File: src/rtl/nsa_pkg.sv
// Shared constants for the nibble-serial adder sequencer.
// States, slice width and counter sizing helper.
package nsa_pkg;

  localparam int NIB_W = 4;

  localparam logic [1:0] IDLE = 2'd0;
  localparam logic [1:0] RUN  = 2'd1;
  localparam logic [1:0] DONE = 2'd2;

  function automatic int cnt_w(input int nib);
    int w;
    w = $clog2(nib);
    if (w < 1) w = 1;
    return w;
  endfunction

endpackage

File: src/rtl/cla4_slice.sv
// Combinational 4-bit carry-lookahead adder slice.
// Group P/G exported for multi-slice variants.
module cla4_slice
  import nsa_pkg::*;
(
  input  logic [NIB_W-1:0] a,
  input  logic [NIB_W-1:0] b,
  input  logic             ci,
  output logic [NIB_W-1:0] s,
  output logic             co,
  output logic             pg,
  output logic             gg
);

  logic [3:0] p;
  logic [3:0] g;
  logic [4:0] c;

  assign p = a ^ b;
  assign g = a & b;

  assign c[0] = ci;
  assign c[1] = g[0] | (p[0] & ci);
  assign c[2] = g[1] | (p[1] & g[0])
              | (p[1] & p[0] & ci);
  assign c[3] = g[2] | (p[2] & g[1])
              | (p[2] & p[1] & g[0])
              | (p[2] & p[1] & p[0] & ci);

  assign pg = &p;
  assign gg = g[3] | (p[3] & g[2])
            | (p[3] & p[2] & g[1])
            | (p[3] & p[2] & p[1] & g[0]);

  assign c[4] = gg | (pg & ci);

  assign s  = p ^ c[3:0];
  assign co = c[4];

endmodule

File: src/rtl/nibble_serial_adder_ctrl.sv
// Adds two WIDTH-bit operands one nibble per clock via one CLA slice.
// Define NSA_SUB_EN to enable subtraction through the sub input.
module nibble_serial_adder_ctrl
  import nsa_pkg::*;
#(
  parameter int WIDTH = 16
) (
  input  logic             clk,
  input  logic             rst_n,
  input  logic             in_valid,
  output logic             in_ready,
  input  logic [WIDTH-1:0] a,
  input  logic [WIDTH-1:0] b,
  input  logic             cin,
  input  logic             sub,
  output logic             out_valid,
  input  logic             out_ready,
  output logic [WIDTH-1:0] sum,
  output logic             cout,
  output logic             ovf,
  output logic             busy
);

  localparam int NIB = WIDTH / NIB_W;
  localparam int CW  = cnt_w(NIB);
  localparam logic [CW-1:0] LAST = CW'(NIB - 1);

  logic [1:0]       state;
  logic [CW-1:0]    cnt;
  logic             carry;
  logic [WIDTH-1:0] a_q;
  logic [WIDTH-1:0] b_q;
  logic [WIDTH-1:0] sum_q;
  logic             cout_q;
  logic             ovf_q;
  logic             sub_eff;

  logic [NIB_W-1:0] sl_a;
  logic [NIB_W-1:0] sl_b;
  logic [NIB_W-1:0] sl_s;
  logic             sl_co;
  logic             unused_pg;
  logic             unused_gg;

  logic st_idle;
  logic st_run;
  logic st_done;

`ifdef NSA_SUB_EN
  assign sub_eff = sub;
`else
  logic unused_sub;
  assign unused_sub = sub;
  assign sub_eff    = 1'b0;
`endif

  assign st_idle = (state == IDLE);
  assign st_run  = (state == RUN);
  assign st_done = (state == DONE);

  assign in_ready  = st_idle;
  assign out_valid = st_done;
  assign busy      = st_run | st_done;
  assign sum       = sum_q;
  assign cout      = cout_q;
  assign ovf       = ovf_q;

  assign sl_a = a_q[{cnt, 2'b00} +: NIB_W];
  assign sl_b = b_q[{cnt, 2'b00} +: NIB_W];

  cla4_slice u_slice (
    .a  (sl_a),
    .b  (sl_b),
    .ci (carry),
    .s  (sl_s),
    .co (sl_co),
    .pg (unused_pg),
    .gg (unused_gg)
  );

  always_ff @(posedge clk or negedge rst_n) begin
    if (!rst_n) begin
      state  <= IDLE;
      cnt    <= '0;
      carry  <= 1'b0;
      a_q    <= '0;
      b_q    <= '0;
      sum_q  <= '0;
      cout_q <= 1'b0;
      ovf_q  <= 1'b0;
    end else begin
      unique case (1'b1)
        st_idle: begin
          if (in_valid) begin
            a_q   <= a;
            b_q   <= sub_eff ? ~b : b;
            carry <= cin ^ sub_eff;
            cnt   <= '0;
            state <= RUN;
          end
        end
        st_run: begin
          sum_q[{cnt, 2'b00} +: NIB_W] <= sl_s;
          carry <= sl_co;
          cnt   <= cnt + CW'(1);
          // sl_s[3] is the result MSB on the final nibble
          if (cnt == LAST) begin
            cout_q <= sl_co;
            ovf_q  <= (a_q[WIDTH-1] == b_q[WIDTH-1])
                   && (sl_s[NIB_W-1] != a_q[WIDTH-1]);
            cnt    <= '0;
            state  <= DONE;
          end
        end
        st_done: begin
          if (out_ready) state <= IDLE;
        end
        default: state <= IDLE;
      endcase
    end
  end

endmodule

File: config.mk
export PLATFORM = sky130hd
export DESIGN_NAME = nibble_serial_adder_ctrl
export DESIGN_NICKNAME = d
export VERILOG_FILES = /design/src/rtl/nsa_pkg.sv /design/src/rtl/cla4_slice.sv /design/src/rtl/nibble_serial_adder_ctrl.sv
export SDC_FILE = /design/constraint.sdc
export NUM_CORES = 1
export LEC_CHECK = 0
export ABC_AREA = 1
export CORE_ASPECT_RATIO = 1.5
export CORE_MARGIN = 2
export CORE_UTILIZATION = 25
export CTS_CLUSTER_SIZE = 28
export DETAILED_ROUTE_END_ITERATION = 7
export GPL_TIMING_DRIVEN = 0
export HOLD_SLACK_MARGIN = 0.12
export PLACE_DENSITY = 0.46
export SYNTH_ARGS = -nofsm -noshare
export SYNTH_HDL_FRONTEND = slang
export SYNTH_SLANG_ARGS = --single-unit
File: constraint.sdc
create_clock -name clk -period 2.1 [get_ports clk]
set_input_delay 0.42 -clock clk [delete_from_list [all_inputs] [get_ports clk]]
set_output_delay 0.42 -clock clk [all_outputs]
set_load 0.02 [all_outputs]
==> insert_results.sql <==
INSERT INTO impl_metrics (metric_group, metric, value, unit) VALUES
('timing', 'fin_worst_skew', '0.00500', 'ns'),
('finish', 'final_core_utilization', '0.375', ''),
('route', 'detail_route.vias_per_cell', '4.31', ''),
('timing', 'timing.max_slew.rel_slack', '0.559', ''),
('die', 'io_pins', '59', ''),
('synth', 'yosys_cell_types', '31', ''),
('timing', 'final_period_minus_worst_setup_slack', '2.08', 'ns'),
('critical_path', 'critical_path_class', 'register to register', ''),
('critical_path', 'ff2ff_path_depth', '14', ''),
('global_route', 'grt_max_degree', '29', ''),
('critical_path', 'worstPathArrival', '2.31', 'ns'),
('finish', 'postLayoutCellArea', '0.00395', 'mm²'),
('die', 'placeableCoreArea', '0.0105', 'mm²'),
('timing', 'worst_slack', '0.0215', 'ns'),
('route', 'antenna_left', '0', ''),
('timing', 'finalSetupViolations', '0', ''),
('cts', 'cts.sinks', '55', ''),
('finish', 'finish.net_count', '466', ''),
('critical_path', 'critical_path_peak_fanout', '9', ''),
('run', 'maxCapViolCount', '0', ''),
('critical_path', 'worstSetupStartpointType', 'register', ''),
('finish', 'area_growth_from_synthesis_to_layout', '46.5', '%'),
('die', 'dieHeight', '131', 'µm'),
('synth', 'synth-seq-area-share', '0.511', ''),
('global_route', 'globalRoute.totalOverflow', '0', ''),
('cts', 'clk-insertion-delay-late', '0.30', 'ns'),
('cts', 'clk_path_buf_depth', '2', ''),
('die', 'placementRows', '46', ''),
('placement', 'placement.setup.worst_slack', '-0.529', 'ns'),
('power', 'leakage_component_of_the_power', '1.90', 'nW'),
('synth', 'synthesis.instances', '329', ''),
('synth', 'avgSynthCellArea', '8.18', 'µm²'),
('critical_path', 'worst_ep_required_time', '2.34', 'ns'),
('finish', 'final_layout_size_suffix_gt1_frac', '0.178', ''),
('timing', 'final_max_slew_viol_count', '0', ''),
('global_route', 'first_global_vias', '2536', ''),
('route', 'routed_wire_length_per_instance', '13.6', 'µm'),
('placement', 'detailed_place.area', '0.00346', 'mm²'),
('timing', 'final.hold.worst_slack', '0.148', 'ns'),
('synth', 'synth.area.top_cells', 'sky130_fd_sc_hd__dfrtp_1 51%, sky130_fd_sc_hd__nand2_1 19%, sky130_fd_sc_hd__ha_1 6.0%', ''),
('cts', 'clk_pin_slew_worst_paths', '0.07', 'ns'),
('route', 'post-route-drc-count', '0', ''),
('finish', 'multiInputGateArea', '0.00131', 'mm²'),
('timing', 'finalCritPeriodShare', '0.990', ''),
('synth', 'synth_top_cell_area_share', '0.511', ''),
('finish', 'antennaDiodeCount', '0', ''),
('run_status', 'result_of_the_run', 'complete, no violations', ''),
('critical_path', 'timing.critical_path.to_type', 'register', ''),
('global_route', 'global_route_wire_length_before_repair', '12400', 'µm'),
('power', 'maximum_resistive_drop_on_vdd', '464', 'µV'),
('synth', 'yosysTopAreaCell', 'sky130_fd_sc_hd__dfrtp_1', ''),
('timing', 'grt_setup_unrepaired', 'yes', ''),
('placement', 'place.gp.congestion', '0.801', ''),
('cts', 'tritoncts', 'built', ''),
('finish', 'filler_cell_count', '1138', ''),
('power', 'total_power', '6.15', 'mW'),
('global_route', 'antenna_found_initial', '0', ''),
('global_route', 'grt.total_usage', '0.139', ''),
('timing', 'tightest_slew', '0.661', 'ns'),
('die', 'floorplan.initialDensity', '0.256', ''),
('placement', 'detailed_place_hpwl', '5470', 'µm'),
('synth', 'syn_nets', '381', ''),
('finish', 'ff_latch_area', '0.00138', 'mm²'),
('die', 'design.die.area', '0.0116', 'mm²'),
('route', 'detail_route.wirelength', '7600', 'µm'),
('cts', 'clk_tree_root_cell', 'sky130_fd_sc_hd__clkbuf_16', ''),
('cts', 'htree_num_levels', '2', ''),
('worst_hold_path', 'min-delay-path-class', 'input pin to asynchronous set/reset pin', ''),
('timing', 'fmax', '481', 'MHz'),
('synth', 'synth_seq_cells', '55', ''),
('route', 'first_iter_violations', '136', ''),
('die', 'chipWidth', '88.7', 'µm'),
('synth', 'mappedNetlistArea', '0.00269', 'mm²'),
('route', 'vias', '2407', ''),
('cts', 'cts_buffer_count', '5', ''),
('power', 'pwr_density_cell', '1560', 'mW/mm²'),
('placement', 'port-buffer-count', '57', ''),
('synth', 'yosys_warnings', '0', ''),
('route', 'drt_first_pass_iters', '4', ''),
('timing', 'hold_viol_final', '0', '');
==> final cells by class <==
| type | instances | share of cell area |
|---|---|---|
| plain buffers | 10 | 0.0190 |
| multi-input cells | 243 | 0.331 |
| inverters | 21 | 0.0225 |
| flip-flops and latches | 55 | 0.350 |
| repair buffers | 78 | 0.193 |
| well taps | 144 | 0.0457 |
| clock buffers | 8 | 0.0396 |
==> Yosys cell counts (all sizes together) <==
cell,number
clkbuf,3
nor3,3
a21oi,2
a22o,1
a21boi,1
nand3,10
xnor2,1
inv,20
nand3b,1
ha,13
o221ai,1
a32o,1
or2,1
nand4,1
o22ai,8
nand2,140
a31oi,1
buf,7
fa,1
dfrtp,55
nor2,25
o21ai,32
clkinv,1
==> routing by layer <==
metal	up-vias	track usage	part of all wire
met3	8	0.0258	0.031
met1	1134	0.163	0.40
met5	-	0	0
met4	0	0.0598	0.023
li1	1216	-	-
met2	49	0.240	0.55
==> path summary, 6_finish.rpt <==
kind / slack [ns] / to / from
hold / removal: 0.15 / a_q[5]$_DFFE_PN0P_ / rst_n
max in group asynchronous: 1.36 / sum[4]$_DFFE_PN0P_ / rst_n
setup reg to reg: 0.02 / sum[15]$_DFFE_PN0P_ / cnt[0]$_DFFE_PN0P_
setup / recovery: 0.02 / sum[15]$_DFFE_PN0P_ / cnt[0]$_DFFE_PN0P_
min in group clk: 0.48 / b_q[7]$_DFFE_PN0P_ / b_q[7]$_DFFE_PN0P_
hold reg to reg: 0.48 / b_q[7]$_DFFE_PN0P_ / b_q[7]$_DFFE_PN0P_
==> cells by family after synthesis <==
kind of cell / after synthesis / synth area share
AO/OA/AOI/OAI: 47 / 0.0985
XOR/XNOR: 1 / 0.00325
adder cells (fa/ha/maj): 14 / 0.0678
buffers and inverters: 31 / 0.0483
flip-flops: 55 / 0.511
AND/OR/NAND/NOR: 181 / 0.271
==> state kept, by name, indices dropped and copies added (netlist names) <==
signal	cells
cout	1
sum	16
cnt	2
state	2
carry	1
b_q	16
ovf	1
a_q	16
==> power by group <==
group	switching, mW	leakage [nW]	internal (mW)
Clock	0.376	0.0772	0.509
Combinational	1.97	1.12	1.50
Sequential	0.317	0.702	1.48
Total	2.66	1.90	3.49
==> worst max-delay path: stages (launching register included) <==
cell and delay [ns]:
sky130_fd_sc_hd__dfrtp_2 0.48, sky130_fd_sc_hd__inv_6 0.10, sky130_fd_sc_hd__buf_8 0.12, sky130_fd_sc_hd__nor2_1 0.04, sky130_fd_sc_hd__o22ai_1 0.18, sky130_fd_sc_hd__ha_1 0.32
sky130_fd_sc_hd__nand2_1 0.10, sky130_fd_sc_hd__nor2_1 0.05, sky130_fd_sc_hd__nor2_2 0.09, sky130_fd_sc_hd__nand2_1 0.07, sky130_fd_sc_hd__nand2_2 0.11, sky130_fd_sc_hd__nand2_4 0.08
sky130_fd_sc_hd__nor2_4 0.12, sky130_fd_sc_hd__nand3_2 0.07, sky130_fd_sc_hd__nand2_1 0.06
==> what timing repair did <==
| item | in CTS | in global routing |
|---|---|---|
| pin swaps | 10 | 13 |
| setup buffers | 15 | 5 |
| setup endpoints to repair | 19 | 17 |
| hold buffers | 0 | 0 |
| gates resized for setup | 26 | 33 |
==> metrics by stage <==
stage	std cells	setup TNS [ns]
3_3_place_gp	530	-69.06
5_1_grt	559	-0.718
4_1_cts	554	-0.0347
2_1_floorplan	329	0
3_5_place_dp	531	-7.36
6_report	559	0
==> cell usage in the layout, fill, tap and decap left out, types with 2 or more instances in the layout <==
master and n:
sky130_fd_sc_hd__clkbuf_8 2, sky130_fd_sc_hd__nand3_1 6, sky130_fd_sc_hd__o21ai_0 16, sky130_fd_sc_hd__buf_8 2
sky130_fd_sc_hd__nor2_2 5, sky130_fd_sc_hd__clkbuf_1 4, sky130_fd_sc_hd__dlymetal6s2s_1 2, sky130_fd_sc_hd__o22ai_2 3
sky130_fd_sc_hd__dfrtp_2 2, sky130_fd_sc_hd__ha_1 13, sky130_fd_sc_hd__nand2_1 136, sky130_fd_sc_hd__nor2_4 2
sky130_fd_sc_hd__a21oi_2 2, sky130_fd_sc_hd__nand3_2 3, sky130_fd_sc_hd__nand2_2 3, sky130_fd_sc_hd__dfrtp_1 53
sky130_fd_sc_hd__buf_12 2, sky130_fd_sc_hd__buf_6 3, sky130_fd_sc_hd__buf_2 4, sky130_fd_sc_hd__o21ai_1 8
sky130_fd_sc_hd__clkbuf_16 5, sky130_fd_sc_hd__buf_4 18, sky130_fd_sc_hd__nor2_1 18, sky130_fd_sc_hd__nor3_1 2
sky130_fd_sc_hd__inv_1 18, sky130_fd_sc_hd__o22ai_1 5, sky130_fd_sc_hd__clkdlybuf4s50_1 54, sky130_fd_sc_hd__o21ai_2 8
Note: power is estimated with default switching activity, not from simulation.
